===== config.mk =====
export PLATFORM = sky130hd
export DESIGN_NAME = rtc_calendar
export DESIGN_NICKNAME = d
export VERILOG_FILES = /design/src/rtl/rtc_pkg.sv /design/src/rtl/rtc_calendar_tick_gen.sv /design/src/rtl/rtc_calendar.sv
export SDC_FILE = /design/constraint.sdc
export NUM_CORES = 1
export LEC_CHECK = 0
export ABC_CLOCK_PERIOD_IN_PS = 3200
export CAP_MARGIN = 20
export CORE_ASPECT_RATIO = 1.75
export CORE_MARGIN = 4
export CORE_UTILIZATION = 47
export CTS_CLUSTER_DIAMETER = 150
export DETAILED_ROUTE_END_ITERATION = 10
export PLACE_DENSITY = 0.77
export SETUP_SLACK_MARGIN = 0.2
export SYNTH_ARGS = -nofsm -noshare
export SYNTH_HDL_FRONTEND = slang
export SYNTH_HIERARCHICAL = 1
export SYNTH_SLANG_ARGS = --single-unit

===== constraint.sdc =====
create_clock -name clk -period 3.2 [get_ports clk]
set_input_delay 0.32 -clock clk [delete_from_list [all_inputs] [get_ports clk]]
set_output_delay 0.32 -clock clk [all_outputs]
set_load 0.005 [all_outputs]

===== src/rtl/rtc_pkg.sv =====
// Shared field widths, reset constants and month-length rule for the RTC.
package rtc_pkg;

  localparam int SEC_W  = 6;
  localparam int MIN_W  = 6;
  localparam int HOUR_W = 5;
  localparam int DAY_W  = 5;
  localparam int MON_W  = 4;
  localparam int YEAR_W = 7;

  localparam logic [SEC_W-1:0]  RST_SEC  = '0;
  localparam logic [MIN_W-1:0]  RST_MIN  = '0;
  localparam logic [HOUR_W-1:0] RST_HOUR = '0;
  localparam logic [DAY_W-1:0]  RST_DAY  = DAY_W'(1);
  localparam logic [MON_W-1:0]  RST_MON  = MON_W'(1);
  localparam logic [YEAR_W-1:0] RST_YEAR = '0;

  // Every multiple of 4 in 2000..2099 is a leap year, including 2000.
  function automatic logic [DAY_W-1:0] days_in_month(input logic [MON_W-1:0]  month,
                                                     input logic [YEAR_W-1:0] year);
    logic [DAY_W-1:0] d;
    case (month)
      MON_W'(2):                                   d = ((year & YEAR_W'(3)) == '0) ? DAY_W'(29) : DAY_W'(28);
      MON_W'(4), MON_W'(6), MON_W'(9), MON_W'(11): d = DAY_W'(30);
      default:                                     d = DAY_W'(31);
    endcase
    return d;
  endfunction

endpackage


===== src/rtl/rtc_calendar_tick_gen.sv =====
// Prescaler: counts 0..CLK_HZ-1 while run is high, flags the terminal count.
module tick_gen #(
  parameter int CLK_HZ = 50_000_000
) (
  input  logic clk,
  input  logic rst,
  input  logic run_i,
  input  logic clr_i,
  output logic tc_o
);
  localparam int CW = (CLK_HZ > 1) ? $clog2(CLK_HZ) : 1;
  localparam logic [CW-1:0] TC_VAL = CW'(CLK_HZ - 1);

  logic [CW-1:0] cnt_q, cnt_d;

  // Terminal count only matters while running, so a frozen counter never ticks.
  assign tc_o = run_i && (cnt_q == TC_VAL);

  always_comb begin
    cnt_d = cnt_q;
    if (clr_i || tc_o) cnt_d = '0;
    else if (run_i)    cnt_d = cnt_q + 1'b1;
  end

  always_ff @(posedge clk) begin
    if (!rst) cnt_q <= '0;
    else      cnt_q <= cnt_d;
  end
endmodule


===== src/rtl/rtc_calendar.sv =====
// Calendar counters (s/m/h/day/month/year) with single-cycle carry chain and
// a validated parallel load port.
module rtc_calendar
  import rtc_pkg::*;
#(
  parameter int CLK_HZ = 50_000_000
) (
  input  logic              clk,
  input  logic              rst,
  input  logic              run,
  input  logic              load,
  input  logic [SEC_W-1:0]  ld_second,
  input  logic [MIN_W-1:0]  ld_minute,
  input  logic [HOUR_W-1:0] ld_hour,
  input  logic [DAY_W-1:0]  ld_day,
  input  logic [MON_W-1:0]  ld_month,
  input  logic [YEAR_W-1:0] ld_year,
  output logic [SEC_W-1:0]  second,
  output logic [MIN_W-1:0]  minute,
  output logic [HOUR_W-1:0] hour,
  output logic [DAY_W-1:0]  day,
  output logic [MON_W-1:0]  month,
  output logic [YEAR_W-1:0] year,
  output logic              tick_1hz,
  output logic              load_err
);
  logic [SEC_W-1:0]  sec_q,  sec_d;
  logic [MIN_W-1:0]  min_q,  min_d;
  logic [HOUR_W-1:0] hour_q, hour_d;
  logic [DAY_W-1:0]  day_q,  day_d;
  logic [MON_W-1:0]  mon_q,  mon_d;
  logic [YEAR_W-1:0] year_q, year_d;
  logic              tick_q, tick_d;
  logic              err_q,  err_d;
  logic              tc, ld_valid, load_ok;

  assign ld_valid = (ld_second < SEC_W'(60)) && (ld_minute < MIN_W'(60)) &&
                    (ld_hour < HOUR_W'(24)) &&
                    (ld_month >= MON_W'(1)) && (ld_month <= MON_W'(12)) &&
                    (ld_year < YEAR_W'(100)) && (ld_day >= DAY_W'(1)) &&
                    (ld_day <= days_in_month(ld_month, ld_year));
  assign load_ok = load && ld_valid;

  tick_gen #(.CLK_HZ(CLK_HZ)) u_tick (
    .clk   (clk),
    .rst   (rst),
    .run_i (run),
    .clr_i (load_ok),
    .tc_o  (tc)
  );

  // An accepted load overrides the tick; a rejected one leaves the tick alone.
  always_comb begin
    sec_d  = sec_q;
    min_d  = min_q;
    hour_d = hour_q;
    day_d  = day_q;
    mon_d  = mon_q;
    year_d = year_q;
    tick_d = tc && !load_ok;
    err_d  = load && !ld_valid;
    if (load_ok) begin
      sec_d  = ld_second;
      min_d  = ld_minute;
      hour_d = ld_hour;
      day_d  = ld_day;
      mon_d  = ld_month;
      year_d = ld_year;
    end else if (tc) begin
      if (sec_q != SEC_W'(59)) sec_d = sec_q + 1'b1;
      else begin
        sec_d = '0;
        if (min_q != MIN_W'(59)) min_d = min_q + 1'b1;
        else begin
          min_d = '0;
          if (hour_q != HOUR_W'(23)) hour_d = hour_q + 1'b1;
          else begin
            hour_d = '0;
            if (day_q != days_in_month(mon_q, year_q)) day_d = day_q + 1'b1;
            else begin
              day_d = DAY_W'(1);
              if (mon_q != MON_W'(12)) mon_d = mon_q + 1'b1;
              else begin
                mon_d  = MON_W'(1);
                year_d = (year_q == YEAR_W'(99)) ? '0 : year_q + 1'b1;
              end
            end
          end
        end
      end
    end
  end

  always_ff @(posedge clk) begin
    if (!rst) begin
      sec_q  <= RST_SEC;
      min_q  <= RST_MIN;
      hour_q <= RST_HOUR;
      day_q  <= RST_DAY;
      mon_q  <= RST_MON;
      year_q <= RST_YEAR;
      tick_q <= 1'b0;
      err_q  <= 1'b0;
    end else begin
      sec_q  <= sec_d;
      min_q  <= min_d;
      hour_q <= hour_d;
      day_q  <= day_d;
      mon_q  <= mon_d;
      year_q <= year_d;
      tick_q <= tick_d;
      err_q  <= err_d;
    end
  end

  assign second   = sec_q;
  assign minute   = min_q;
  assign hour     = hour_q;
  assign day      = day_q;
  assign month    = mon_q;
  assign year     = year_q;
  assign tick_1hz = tick_q;
  assign load_err = err_q;
endmodule

Word-level counts from Yosys, hierarchy flattened
Cells that the tools add are included.

Add/sub/neg operators: 7. Order comparisons: 8. Equal/unequal tests: 22. Mux-type cells: 42. Bitwise operators: 1. Reductions and logical operators: 25.

Operators by type and width (count): $mux W5 (16); $mux W7 (8); $mux W6 (7); $mux W4 (7); $add A26 B1 Y26 const B (1); $eq A26 B26 Y1 const B (1); $eq A4 B3 Y1 const B (4); $eq A4 B4 Y1 const B (4); $logic_not A7 Y1 (2); $add A6 B1 Y6 const B (2); $lt A6 B6 Y1 const B (2); $ne A6 B6 Y1 const B (2); $logic_and A1 B1 Y1 (11); $add A5 B1 Y5 const B (2); $ne A2 B2 Y1 const B (5); $eq A4 B2 Y1 const B (2); $pmux W2 S2 (2); $reduce_or A4 Y1 (2); $add A7 B1 Y7 const B (1); $eq A7 B7 Y1 const B (1); $lt A7 B7 Y1 const B (1); $reduce_and A6 Y1 (1); $ge A5 B1 Y1 const B (1); $le A5 B5 Y1 (1); other kinds (17) (19).

Register bits: 61. Input port bits: 37. Logic and storage cells: 114.

Longest topological paths before layout
Depth in word-level cells: 17. Mapped depth: 13.

By module
Netlist, hierarchy kept.

Modules (own cells, without submodules): rtc_calendar (instances 1, cells each 296, area an instance 2314.7 um^2, seq. area each 700.7 um^2); tick_gen (instances 1, cells each 146, area an instance 1283.7 um^2, seq. area each 520.5 um^2).

Least setup slack after synthesis
No wires, ideal clock.

Path kind: flip-flop to flip-flop. Start: reg u_tick.cnt_q[0]. End: reg year_q[3] (netlist: year[3]). Setup time: 91 ps. Arrival: 2967 ps. Data required time: 3109 ps. Setup slack: 142 ps. Cell stages (with the launch flop): 14. Buffers on the path: 3. Period minus slack after synthesis: 3058 ps. Cell sequence: dfxtp_1 > ha_1 > and3_1 > buf_4 > nand4_2 > nor2_1 > buf_4 > nand3b_1 > or4b_1 > buf_2 > nor4_4 > nand3_4 > or3_1 > a311oi_1.

Cells in the longest elaborated chain, start to end: 4.

Ends and longest elaborated chain: from (decl) (line rtc_calendar_tick_gen.sv:14) `logic [CW-1:0] cnt_q, cnt_d;`; from (signal assigned) (line rtc_calendar_tick_gen.sv:27) `else cnt_q <= cnt_d;`; $eq A26 B26 Y1 (line rtc_calendar_tick_gen.sv:17) `assign tc_o = run_i && (cnt_q == TC_VAL);`; $logic_and A1 B1 Y1 (line rtc_calendar_tick_gen.sv:17); via tc (line rtc_calendar.sv:35) `logic tc, ld_valid, load_ok;`; $reduce_bool A2 Y1 (no line); $reduce_and A6 Y1 (no line); to (signal assigned) (line rtc_calendar.sv:110) `year_q <= year_d;`; to (decl) (line rtc_calendar.sv:32) `logic [YEAR_W-1:0] year_q, year_d;`.

The timed path passes the listed nets, and every way through them passes these cells. A chain may end at the register's enable or synchronous reset.

Worst setup path in the final report
Start: reg u_tick.cnt_q[9]. End: reg year_q[3] (netlist: year[3]).

The elaborated chain is that of the path after synthesis.

==> out/results.tsv <==
metric	value	unit
min_path_type	reg -> reg	
seq_power_share	40.4	%
cp.arrival	3100	ps
rows	42	
post-place-ws	26.6	ps
gp_congestion	0.874	
p_int	1.60	mW
period_share	90.0	%
die_area	0.00918	sq mm
worst_pin_slew	679	ps
setup_tns	0	ps
relSlewSlack	54.7	%
setup_slack	319	ps
rr_worst_depth	9	
cts_tree	built	
peakVddDrop	0.000283	V
synth-edff-count	0	
final_common_cell	clkdlybuf4s50_1	
drt_iter0_drc	190	
dp.cells	600	
clockBufferDepth	2	
async_reset_ff_share	0	%
routed_wl	10.0	mm
grt_util_all_layers	22.7	%
initial_core_util	47.9	%
power.leakage	1.71	nW
root_buffer	clkbuf_16	
total_power	2.13	mW
instances_no_fill	620	
coreArea	0.00751	sq mm
fin_crit	2880	ps
hold_violations	0	
hold_buffers	0	
grt_pass1_vias	3577	
crit_path_end_kind	flip-flop	
run_status	finished clean	
routedWlPerCell	16.2	um
crit_start	u_tick/cnt_q[9]	
p_per_area	438	mW/mm^2
final-setup-viol-count	0	
r2r_setup_slack	320	ps
viasPerCell	6.09	
grt_overflow_total	0	
required	3420	ps
hpwl	7.52	mm
diodes	0	
ys_seq_area_share	33.9	%
slew_violations	0	
cp_max_fo	5	
die_height	124	um
grt_max_degree	26	
layout_common_cells	clkdlybuf4s50_1 (71), dfxtp_1 (51), nor2_1 (43)	
synth_ff_type	dfxtp_1	
synth-simple-area-share	31.6	%
worstSkewPairLatency	330	ps
synth_top_family_by_area	simple AND/OR/NAND/NOR gates	
synth_cell_types	58	
dr.pass1.iters	7	
ant_nets	0	
drv_cap	0	
yosys.area_share.adder	4.52	%
combPwrFrac	14.8	%
clock_skew	6.42	ps
io_buffers	71	
criticalPathCategory	reg -> reg	
crit_path_end	year[3]	
synth-compound-area-share	19.8	%
r2r_end	year[3]	
p_sw	531	uW
fin_nets	577	
rsz0062_at_grt	true	
antenna_found_initial	0	
clkTransAtPathRegs	60	ps
grt_first_pass_wirelength	16.2	mm
yosysWarnings	6	
ys_seq_elements	61	
crit-reg2reg-launch	u_tick/cnt_q[9]	
synth.net_count	492	
synthMuxAreaShare	2.23	%
ios	72	
drive_gt1_share	12.4	%
syn_area_per_cell	8.14	sq um
htreeDepth	3	
numCtsBuffers	9	
dieWidth	74.1	um
cts_num_sinks	61	
p_clk_share	44.8	%
p_sw_share	24.9	%
synth_area	0.00360	sq mm
drcViolationCount	0	
synthXorXnorAreaFrac	3.86	%
syn_inst	442	
vias	3775	
area_delta_synth_final	35.3	%
cp-start-kind	flip-flop	
fmax	0.347	GHz
==> power groups by stage <==
stage                     Clock, mW  Combinational (mW)  Sequential (mW)
after detailed placement          0               0.316            0.876
final                         0.955               0.315            0.860
after floorplan                   0               0.141            0.866
after global placement            0               0.311            0.874
after CTS                     0.973               0.317            0.860
after global routing          0.996               0.349            0.868
==> synthesized netlist by cell type (all sizes together) (3+ instances only) <==
cell	number	area, sq um
a311oi	7	61.3
o31ai	10	75.1
nand3	29	180
mux2i	8	80.1
o211ai	6	45.0
xor2	10	95.1
nand2b	4	25.0
buf	10	61.3
xnor2	5	43.8
inv	13	48.8
and4	6	53.8
and2	5	31.3
clkbuf	9	33.8
a31oi	8	50.1
nor4	8	65.1
dfxtp	61	1220
nor2b	7	43.8
nor3	9	45.0
ha	13	163
a2bb2oi	3	26.3
nor2	44	165
nand4	14	93.8
or3	8	50.1
o21ai	24	124
a211oi	11	82.6
nand3b	3	22.5
nand2	34	128
or4	10	75.1
a21oi	32	160
and3	8	50.1
==> how the worst min path moves through the flow <==
stage / start / end / slack, ps / cells after the start
after floorplan: load / load_err / 440 / 2
after global placement: u_tick/cnt_q[23] / u_tick/cnt_q[23] / 460 / 2
after detailed placement: u_tick/cnt_q[23] / u_tick/cnt_q[23] / 470 / 2
after CTS: u_tick/cnt_q[25] / u_tick/cnt_q[25] / 480 / 2
after global routing: u_tick/cnt_q[25] / u_tick/cnt_q[25] / 500 / 2
final: u_tick/cnt_q[25] / u_tick/cnt_q[25] / 480 / 2
==> state kept, by name, summed over array words and instances, names as in the netlist <==
| register | flops |
|---|---|
| year | 7 |
| hour | 5 |
| load_err | 1 |
| minute | 6 |
| u_tick/cnt_q | 26 |
| second | 6 |
| day | 5 |
| month | 4 |
| tick_1hz | 1 |
==> per-stage QoR <==
stage | instance area, sq um | hold slack [ps] | utilization, %
after floorplan | 3600 | 439 | -
after global placement | 4470 | 459 | 59.5
after detailed placement | 4470 | 472 | 59.5
after CTS | 4770 | 481 | 63.4
after global routing | 4870 | 501 | 64.8
final | 4870 | 476 | 64.8
==> critical path: stages (launching register included) <==
cell      delay (ps)
dfxtp_1          350
nor4_2           300
nand3_2          150
nor2_2           160
nand3b_1         120
or4b_4           590
nor4_4           400
nand3_4          130
or3_1            330
a311oi_1         250
==> repair_timing <==
item	4_1_cts	5_1_grt
hold endpoints to repair	0	0
setup endpoints to repair	0	11
resized for setup	0	24
setup buffers	0	4
==> layer usage <==
metal	vias up	GRT usage, %	routed length [um]
li1	1839	-	-
met1	1781	24.6	3770
met2	130	40.8	5340
met3	25	4.85	585
met4	0	10.5	320
met5	-	0	0
==> cell type report <==
class                           count  area, sq um
Timing Repair Buffer               93          888
Sequential cell                    61         1240
Tap cell                           88          110
Multi-Input combinational cell    349         2290
Clock buffer                       12          246
Inverter                           13         48.8
Fill cell                         651         2650
Clock inverter                      4         47.5
==> logic make-up after synthesis <==
group	Yosys count
simple gates	202
compound gates	111
flops	61
buf+inv	32
xor+xnor	15
fa+ha+maj	13
mux	8
Power figures use the tool's default switching activity.
